[src/rtl/y_sram_pkg.sv]
// Shared Y SRAM geometry, change-entry payload and writer state encoding.
// The address decoder uses the same widths.
package y_sram_pkg;

    localparam int unsigned ADDR_W     = 11;
    localparam int unsigned ROW_W      = 256;
    localparam int unsigned SLOT_W     = 16;
    localparam int unsigned NUM_SLOTS  = ROW_W / SLOT_W;
    localparam int unsigned SLOT_SEL_W = 4;
    localparam int unsigned CHG_W      = 16;
    localparam int unsigned CNT_W      = 16;

    localparam logic [SLOT_W-1:0] SAT_MAX = 16'h7FFF;
    localparam logic [SLOT_W-1:0] SAT_MIN = 16'h8000;

    typedef enum logic [1:0] {
        IDLE = 2'd0,
        RD   = 2'd1,
        WT   = 2'd2,
        WR   = 2'd3
    } wr_state_e;

    typedef struct packed {
        logic [ADDR_W-1:0]     row;
        logic [SLOT_SEL_W-1:0] slot;
        logic [SLOT_W-1:0]     data;
        logic                  mode;
    } chg_entry_t;

    // Signed 16-bit add clamped to the representable range.
    function automatic logic [SLOT_W-1:0] sat_add(input logic [SLOT_W-1:0] a,
                                                  input logic [SLOT_W-1:0] b);
        logic [SLOT_W:0] sum;
        sum = {a[SLOT_W-1], a} + {b[SLOT_W-1], b};
        if (sum[SLOT_W] != sum[SLOT_W-1]) begin
            return sum[SLOT_W] ? SAT_MIN : SAT_MAX;
        end
        return sum[SLOT_W-1:0];
    endfunction

endpackage

[src/rtl/y_slot_merge.sv]
// Replaces or saturating-accumulates one 16-bit slot of a Y SRAM row.
module y_slot_merge
    import y_sram_pkg::*;
(
    input  logic [ROW_W-1:0]      row_i,
    input  logic [SLOT_SEL_W-1:0] slot_i,
    input  logic [SLOT_W-1:0]     value_i,
    input  logic                  mode_i,
    output logic [ROW_W-1:0]      merged_o
);

    logic [SLOT_W-1:0] old_slot;
    logic [SLOT_W-1:0] new_slot;

    always_comb begin
        old_slot = '0;
        for (int unsigned k = 0; k < NUM_SLOTS; k++) begin
            if (slot_i == SLOT_SEL_W'(k)) begin
                old_slot = row_i[k*SLOT_W +: SLOT_W];
            end
        end
        new_slot = mode_i ? sat_add(old_slot, value_i) : value_i;

        merged_o = row_i;
        for (int unsigned k = 0; k < NUM_SLOTS; k++) begin
            if (slot_i == SLOT_SEL_W'(k)) begin
                merged_o[k*SLOT_W +: SLOT_W] = new_slot;
            end
        end
    end

endmodule

[src/rtl/y_row_writer.sv]
// Applies change entries to the Y SRAM by read-modify-write of one 256-bit row.
// One update every four cycles; out-of-range columns are dropped and flagged.
module y_row_writer
    import y_sram_pkg::*;
(
    input  logic              clk,
    input  logic              rst_n,
    input  logic              chg_valid_i,
    output logic              chg_ready_o,
    input  logic [CHG_W-1:0]  chg_row_i,
    input  logic [CHG_W-1:0]  chg_col_i,
    input  logic [CHG_W-1:0]  chg_data_i,
    input  logic              chg_mode_i,
    output logic              ysram_rd_en_o,
    output logic [ADDR_W-1:0] ysram_rd_addr_o,
    input  logic [ROW_W-1:0]  ysram_rd_data_i,
    output logic              ysram_wr_en_o,
    output logic [ADDR_W-1:0] ysram_wr_addr_o,
    output logic [ROW_W-1:0]  ysram_wr_data_o,
    output logic              upd_done_o,
    output logic [CNT_W-1:0]  upd_count_o,
    output logic              err_col_o
);

    wr_state_e          state_q;
    chg_entry_t         entry_q;
    logic [ROW_W-1:0]   wr_data_q;
    logic [ROW_W-1:0]   merged_d;
    logic [CNT_W-1:0]   upd_count_q;
    logic               err_col_q;
    logic               unused_row_bits;

    assign unused_row_bits = ^chg_row_i[CHG_W-1:ADDR_W];

    y_slot_merge u_merge (
        .row_i    (ysram_rd_data_i),
        .slot_i   (entry_q.slot),
        .value_i  (entry_q.data),
        .mode_i   (entry_q.mode),
        .merged_o (merged_d)
    );

    // Sequencer: IDLE accepts, RD strobes the read, WT captures the merge, WR writes back.
    always_ff @(posedge clk or negedge rst_n) begin
        if (!rst_n) begin
            state_q     <= IDLE;
            entry_q     <= '0;
            wr_data_q   <= '0;
            upd_count_q <= '0;
            err_col_q   <= 1'b0;
        end else begin
            case (state_q)
                IDLE: begin
                    if (chg_valid_i) begin
                        if (|chg_col_i[CHG_W-1:SLOT_SEL_W]) begin
                            err_col_q <= 1'b1;
                        end else begin
                            entry_q <= '{row:  chg_row_i[ADDR_W-1:0],
                                         slot: chg_col_i[SLOT_SEL_W-1:0],
                                         data: chg_data_i,
                                         mode: chg_mode_i};
                            state_q <= RD;
                        end
                    end
                end
                RD: state_q <= WT;
                WT: begin
                    wr_data_q <= merged_d;
                    state_q   <= WR;
                end
                WR: begin
                    upd_count_q <= upd_count_q + CNT_W'(1);
                    state_q     <= IDLE;
                end
                default: state_q <= IDLE;
            endcase
        end
    end

    assign chg_ready_o     = (state_q == IDLE);
    assign ysram_rd_en_o   = (state_q == RD);
    assign ysram_wr_en_o   = (state_q == WR);
    assign upd_done_o      = (state_q == WR);
    assign ysram_rd_addr_o = entry_q.row;
    assign ysram_wr_addr_o = entry_q.row;
    assign ysram_wr_data_o = wr_data_q;
    assign upd_count_o     = upd_count_q;
    assign err_col_o       = err_col_q;

endmodule

[config.mk]
export PLATFORM = sky130hd
export DESIGN_NAME = y_row_writer
export DESIGN_NICKNAME = d
export VERILOG_FILES = /design/src/rtl/y_sram_pkg.sv /design/src/rtl/y_slot_merge.sv /design/src/rtl/y_row_writer.sv
export SDC_FILE = /design/constraint.sdc
export NUM_CORES = 1
export LEC_CHECK = 0
export ABC_AREA = 1
export CORE_AREA = 2 2 236 238
export CTS_BUF_LIST = sky130_fd_sc_hd__clkbuf_4
export CTS_CLUSTER_SIZE = 8
export DETAILED_ROUTE_END_ITERATION = 6
export DIE_AREA = 0 0 238 240
export PLACE_DENSITY_LB_ADDON = 0.25
export SYNTH_ARGS = -nofsm -noshare
export SYNTH_HDL_FRONTEND = slang
export SYNTH_SLANG_ARGS = --single-unit
[constraint.sdc]
create_clock -name clk -period 3.4 [get_ports clk]
set_input_delay 1.02 -clock clk [delete_from_list [all_inputs] [get_ports clk]]
set_output_delay 1.02 -clock clk [all_outputs]
set_load 0.1 [all_outputs]
==> results.ini, run 1 <==
[synthesis]
synth-xor-area-share = 0.0103
synth_area_um2 = 18700
synth-edff-count = 0
synth_ff_type = dfrtp_1
syn_nets = 3138
yosys.area_share.simple = 0.419
avgSynthCellArea_um2 = 6.68
synth_top_family_by_area = simple AND/OR/NAND/NOR gates
synthAdderAreaFrac = 0.0151
synth-compound-area-share = 0.0526
yosysWarnings = 0
async_flop_share = 1.00
synth.area.top_cells = dfrtp_1 (41%), nand2_1 (24%), nor2_1 (8.5%)
yosys.area.top_type = dfrtp_1
synth_cell_types = 41
synth_mux_area_frac = 0.00901
syn_inst = 2808
ys_seq_elements = 307
synthDominantCellAreaShare = 0.410
seq_area_frac_synth = 0.410

[sta]
clock_skew_ns = 0.0461
rsz0062_at_grt = true
fmax_ghz = 0.211
worst_pin_slew_ns = 0.724
slew_headroom = 0.517
drv_slew = 0
fin_crit_sh = 1.39
hold_viol = 0
min_period_ns = 4.74
setup_ws_ns = -1.34
setup_viol = 256
timing.hold.ws_ns = 0.478

[global_routing]
grt_max_degree = 86
antenna_found_initial = 23
grt_usage = 0.343
grt_pass1_vias = 21400
met3_usage = 0.0924
busiest_layer = met2
grt_pass1_wl_mm = 142
grt_use_met2 = 0.536
grt_overflow = 0
grtUsageMet1 = 0.436

[placed_design]
placed_area_um2 = 27600
place_inst = 4316
hpwl_mm = 77.0
io_buffers = 601
globalplace.congestion = 0.983

[layout]
final_area_um2 = 30800
drive_above_1_share = 0.333
instances_no_fill = 4543
fill_cells = 5260
multi_input_area_um2 = 10900
regArea_um2 = 7680
syn_to_final_growth_pct = 64.4
fin_nets = 4082

[drt]
wl_mm = 101
drtPass1Iterations = 6
wire_per_inst_um = 22.2
antenna_left = 0
drc = 0
via_per_inst = 5.01
drt_iter0_drc = 2083
num_vias = 22800

[run]
cap_viol_max_count = 0

[floorplanning]
initial_core_util = 0.343
die_height_um = 240
core_region_area_um2 = 54700
dieArea_um2 = 57100
ioPinCount = 607
num_rows = 86
die_x_um = 238

[outcome]
run_status = finished with violations
violations = setup timing

[critical_path]
startpoint_type = flop
cp-end-kind = flop
cp.required_ns = 4.17
cp_common_cell = nand2_1
cpPeakStageDelay_ns = 0.47
crit_type = flop to flop
cpMaxStageDelayCell = dfrtp_2
cp_max_fo = 14
cp.arrival_ns = 5.51

[min_path]
hold_class = flop to flop

[power_and_ir_drop]
p_per_area_nw_per_um2 = 986
leakagePower_nw = 15.8
peakVddDrop_mv = 1.26

[clocking]
clk_pin_slew_ns = 0.07
insertion_delay_ns = 0.91
cts.sinks = 307
cts_buffers = 95
cts_tree = built
clock-root-buffer = clkbuf_4
clockBufferDepth = 3
cts.htree.levels = 3

kinds of logic (layout without fill, tap and decap cells):
family                     Yosys count  after routing
xor gates and xnor gates            22             22
DFF                                307            307
muxes                               15             15
buffers and inverters              341           1357
adders and majority gates           22             22
and+or+nand+nor                   1906           1907
AOI/OAI and AO/OA                  195            195
other                                0             14
worst paths after layout:
path	from	endpoint	slack, ns	depth (start not counted)
max	entry_q[17]$_DFFE_PN0P_	ysram_wr_data_o[60]$_DFFE_PN0P_	-1.34	36
min	ysram_wr_data_o[210]$_DFFE_PN0P_	ysram_wr_data_o[210]$_DFFE_PN0P_	0.48	2
max reg2reg	entry_q[17]$_DFFE_PN0P_	ysram_wr_data_o[60]$_DFFE_PN0P_	-1.34	36
min reg2reg	ysram_wr_data_o[210]$_DFFE_PN0P_	ysram_wr_data_o[210]$_DFFE_PN0P_	0.48	2
max in group asynchronous	rst_n	entry_q[8]$_DFFE_PN0P_	1.88	3
min in group asynchronous	rst_n	upd_count_o[3]$_DFFE_PN0P_	0.63	2
critical path, delay by kind of cell (launching register included):
kind          cells  cell delay (ns)
simple gates     27             2.80
flops             1             0.47
buf+inv           8             0.99
fa+ha+maj         1             0.30
where the power goes:
group | internal (W) | switching, W | leakage (nW)
sequential | 0.00524 | 0.00105 | 3.74
clock | 0.00210 | 0.00187 | 0.726
combinational | 0.00420 | 0.0159 | 11.3
total | 0.0115 | 0.0188 | 15.8
placed cells by master (no fill, tap or decap), types with 46 or more instances in the layout:
master / instances
nand4_1: 46
clkbuf_4: 133
buf_12: 56
nand2_2: 213
clkdlybuf4s50_1: 301
dfrtp_1: 306
nor2_1: 399
nand3_1: 89
nand2_1: 996
inv_1: 152
o21ai_0: 72
buf_4: 614
a21oi_1: 100
nand2_4: 83
cell type report:
class | instances | area share
well taps | 704 | 0.0286
inverters | 164 | 0.0205
clock inverters | 37 | 0.00816
clock buffers | 133 | 0.0324
repair buffers | 1023 | 0.306
flip-flops and latches | 307 | 0.249
multi-input cells | 2161 | 0.354
diodes | 14 | 0.00114
metrics by stage:
step / utilization / total power (W) / TNS, ns / worst slack (ns)
after global routing: 0.564 / 0.0315 / -352.53 / -1.46
after CTS: 0.546 / 0.0302 / -297.65 / -1.23
after global placement: 0.505 / 0.0259 / -570.04 / -2.37
after detailed placement: 0.505 / 0.0260 / -565.13 / -2.41
final: 0.564 / 0.0304 / -322.68 / -1.34
after floorplan: - / 0.0206 / -43.37 / -0.268
sequential cells by signal (all words and copies together), names as in the netlist:
| signal | count |
|---|---|
| ysram_rd_addr_o | 11 |
| upd_count_o | 16 |
| state_q | 2 |
| err_col_o | 1 |
| ysram_wr_data_o | 256 |
| entry_q | 21 |
what timing repair did:
item / in CTS / in global routing
gates cloned: 4 / 2
hold buffers: 1 / 0
gates resized for setup: 203 / 226
setup endpoints to repair: 256 / 256
pin swaps: 55 / 87
hold endpoints to repair: 35 / 0
setup buffers: 22 / 19
routing by layer:
layer | part of all wire | routed length, um | up-vias
met3 | 0.094 | 9470 | 266
met4 | 0.054 | 5440 | 16
met5 | 0.0011 | 109 | -
met1 | 0.40 | 40500 | 10700
li1 | - | - | 10600
met2 | 0.45 | 45500 | 1161
cells in the mapped netlist (2+ instances only):
| cell type | instances |
|---|---|
| clkinv_1 | 3 |
| or2_2 | 2 |
| nor2_1 | 425 |
| buf_2 | 23 |
| nand4_1 | 46 |
| a21oi_1 | 107 |
| nand3b_1 | 4 |
| nand2_1 | 1200 |
| nand2_2 | 91 |
| ha_1 | 21 |
| clkbuf_1 | 100 |
| buf_6 | 3 |
| o21ai_1 | 5 |
| nand2_4 | 13 |
| nand3_2 | 2 |
| xor2_1 | 19 |
| buf_4 | 37 |
| nand4_4 | 2 |
| mux2_2 | 15 |
| nand3_1 | 103 |
| nor4_1 | 4 |
| buf_8 | 8 |
| buf_1 | 5 |
| inv_2 | 6 |
| nor2_4 | 2 |
| xnor2_1 | 3 |
| nor3_1 | 4 |
| nor2_2 | 3 |
| inv_1 | 155 |
| dfrtp_1 | 307 |
| o21ai_0 | 80 |
No activity file was read; power rests on OpenSTA's default activity.
==> run 2: changes to the inputs <==
--- a/config.mk
+++ b/config.mk
@@ -11,7 +11,6 @@
 export CTS_CLUSTER_SIZE = 8
 export DETAILED_ROUTE_END_ITERATION = 6
 export DIE_AREA = 0 0 238 240
-export PLACE_DENSITY_LB_ADDON = 0.25
 export SYNTH_ARGS = -nofsm -noshare
 export SYNTH_HDL_FRONTEND = slang
 export SYNTH_SLANG_ARGS = --single-unit
==> run 2 against run 1 <==
- first-iteration DRC count increased by 0.19%
- critical endpoint is now ysram_wr_data_o[162]$_DFFE_PN0P_
- non-clock buffer count increased by 20
- the flow still finishes with violations (setup timing)
- register-to-register slack barely moved
- largest cell class unchanged
- routed wire length grew 4.7%
- hold slack got worse by 0.31 ns
- global-route usage grew 1.6 points
- maximum frequency increased by 0.18%
- clock power fell by 7.8%
==> results.ini, run 2 (synthesis gave the netlist of run 1 again) <==
[outcome]
run_status = finished with violations
violations = setup timing

[global_routing]
grt_overflow = 0
grt_usage = 0.359
grt_pass1_vias = 22300
antenna_found_initial = 9
grt_max_degree = 113
grt_pass1_wl_mm = 149

[critical_path]
startpoint_type = flop
cpMaxStageDelayCell = dfrtp_2
cp_max_fo = 5
cp.arrival_ns = 5.46
crit_type = flop to flop
cp-end-kind = flop
cp_num_buf_inv = 7
cpLargestDelayFamily = simple AND/OR/NAND/NOR gates
cp.required_ns = 4.13
cpPeakStageDelay_ns = 0.45

[clocking]
cts_tree = built
cts.htree.levels = 3
insertion_delay_ns = 0.89
clockBufferDepth = 3
clock-root-buffer = clkbuf_4
clk_pin_slew_ns = 0.07
cts_hold_buf = 0
cts_buffers = 89
cts.sinks = 307

[sta]
clock_skew_ns = 0.0700
drv_slew = 0
rsz0062_at_grt = true
hold_viol = 0
min_period_ns = 4.73
worst_pin_slew_ns = 0.841
setup_viol = 256
fin_crit_sh = 1.39
tns_ns = -318.42
slew_headroom = 0.440
setup_ws_ns = -1.33
fmax_ghz = 0.211

[drt]
antenna_left = 0
wire_per_inst_um = 23.3
via_per_inst = 5.12
wl_mm = 106
drc = 0
num_vias = 23300
drtPass1Iterations = 6
drt_iter0_drc = 2087

[floorplanning]
ioPinCount = 607
die_x_um = 238
core_region_area_um2 = 54700
die_height_um = 240
dieArea_um2 = 57100
num_rows = 86
initial_core_util = 0.343

[layout]
instances_no_fill = 4544
fin_nets = 4097
drive_above_1_share = 0.319
fin_util = 0.559
final_cell_mix = nand2_1 (1085), buf_4 (646), nor2_1 (389), dfrtp_1 (306), clkdlybuf4s50_1 (301)
final_common_cell = nand2_1
largest_register_ffs = 256
syn_to_final_growth_pct = 63.1

[placed_design]
hpwl_mm = 80.8
globalplace.congestion = 0.973
place_inst = 4331
io_buffers = 601

[power_and_ir_drop]
p_per_area_nw_per_um2 = 987
clkPwrFrac = 0.121
p_sw_frac = 0.626
switchingPower_w = 0.0189
p_int_w = 0.0113
leakagePower_nw = 15.5
total_power_w = 0.0302
power_frac_comb = 0.664
peakVddDrop_mv = 1.00
power_frac_seq = 0.215

[min_path]
hold_class = input port to asynchronous set/reset pin

[run]
cap_viol_max_count = 0

-- run 2: cell types whose count changed in the layout (fill, tap and decap cells not counted), moves of 7 or more --
cell,previous run,this run
nand2_1,996,1085
nand2_2,213,157
buf_4,614,646
nand2_4,83,51
buf_6,39,25
clkbuf_4,133,122
nor2_1,399,389
diode_2,14,5
nor2_4,16,23
-- run 2: what timing repair did --
| item | in CTS | in global routing |
|---|---|---|
| endpoints found under the setup margin | 256 | 256 |
| resized for setup | 195 | 113 |
| pin swaps | 61 | 63 |
| cloned | 6 | 4 |
| setup buffers | 36 | 7 |
-- run 2: final cells by class --
| cell class | instances | area (um2) |
|---|---|---|
| Timing Repair inverter | 1 | 7.51 |
| Fill cell | 5302 | 24100 |
| Sequential cell | 307 | 7680 |
| Clock buffer | 122 | 916 |
| Multi-Input combinational cell | 2161 | 10600 |
| Clock inverter | 37 | 208 |
| Antenna cell | 5 | 12.5 |
| Timing Repair Buffer | 1043 | 9610 |
| Tap cell | 704 | 881 |
| Inverter | 164 | 636 |
-- run 2: routing by layer --
layer,global-route usage,wire length (um),up-vias
met3,0.0790,9530,265
met2,0.569,47700,1301
li1,-,-,10600
met4,0.179,5850,8
met1,0.463,42600,11100
met5,0,54,-
-- run 2: path summary, 6_finish.rpt --
| kind | slack, ns | cells past startpoint | to | start |
|---|---|---|---|---|
| worst max-delay path | -1.33 | 34 | ysram_wr_data_o[162]$_DFFE_PN0P_ | entry_q[17]$_DFFE_PN0P_ |
| worst min-delay path | 0.17 | 1 | ysram_wr_data_o[119]$_DFFE_PN0P_ | rst_n |
| worst max register to register | -1.33 | 34 | ysram_wr_data_o[162]$_DFFE_PN0P_ | entry_q[17]$_DFFE_PN0P_ |
| worst min register to register | 0.48 | 1 | upd_count_o[15]$_DFFE_PN0P_ | upd_count_o[15]$_DFFE_PN0P_ |
| max in group asynchronous | 2.34 | 2 | ysram_wr_data_o[217]$_DFFE_PN0P_ | rst_n |
| min in group clk | 0.48 | 1 | upd_count_o[15]$_DFFE_PN0P_ | upd_count_o[15]$_DFFE_PN0P_ |
-- run 2: power groups by stage --
stage / Sequential [W] / Clock (W) / Combinational (W)
floorplan: 0.0171 / 0 / 0.00357
global placement: 0.00648 / 0 / 0.0196
detailed placement: 0.00647 / 0 / 0.0197
CTS: 0.00645 / 0.00371 / 0.0199
global route: 0.00661 / 0.00389 / 0.0208
finish: 0.00649 / 0.00365 / 0.0200
-- run 2: per-stage QoR --
stage	hold WS, ns	cell area (um2)	worst slack (ns)
detailed placement	0.462	27700	-2.24
floorplan	0.506	18800	-0.268
global placement	0.464	27700	-2.26
finish	0.172	30600	-1.33
global route	0.195	30600	-1.44
CTS	0.131	30000	-1.11
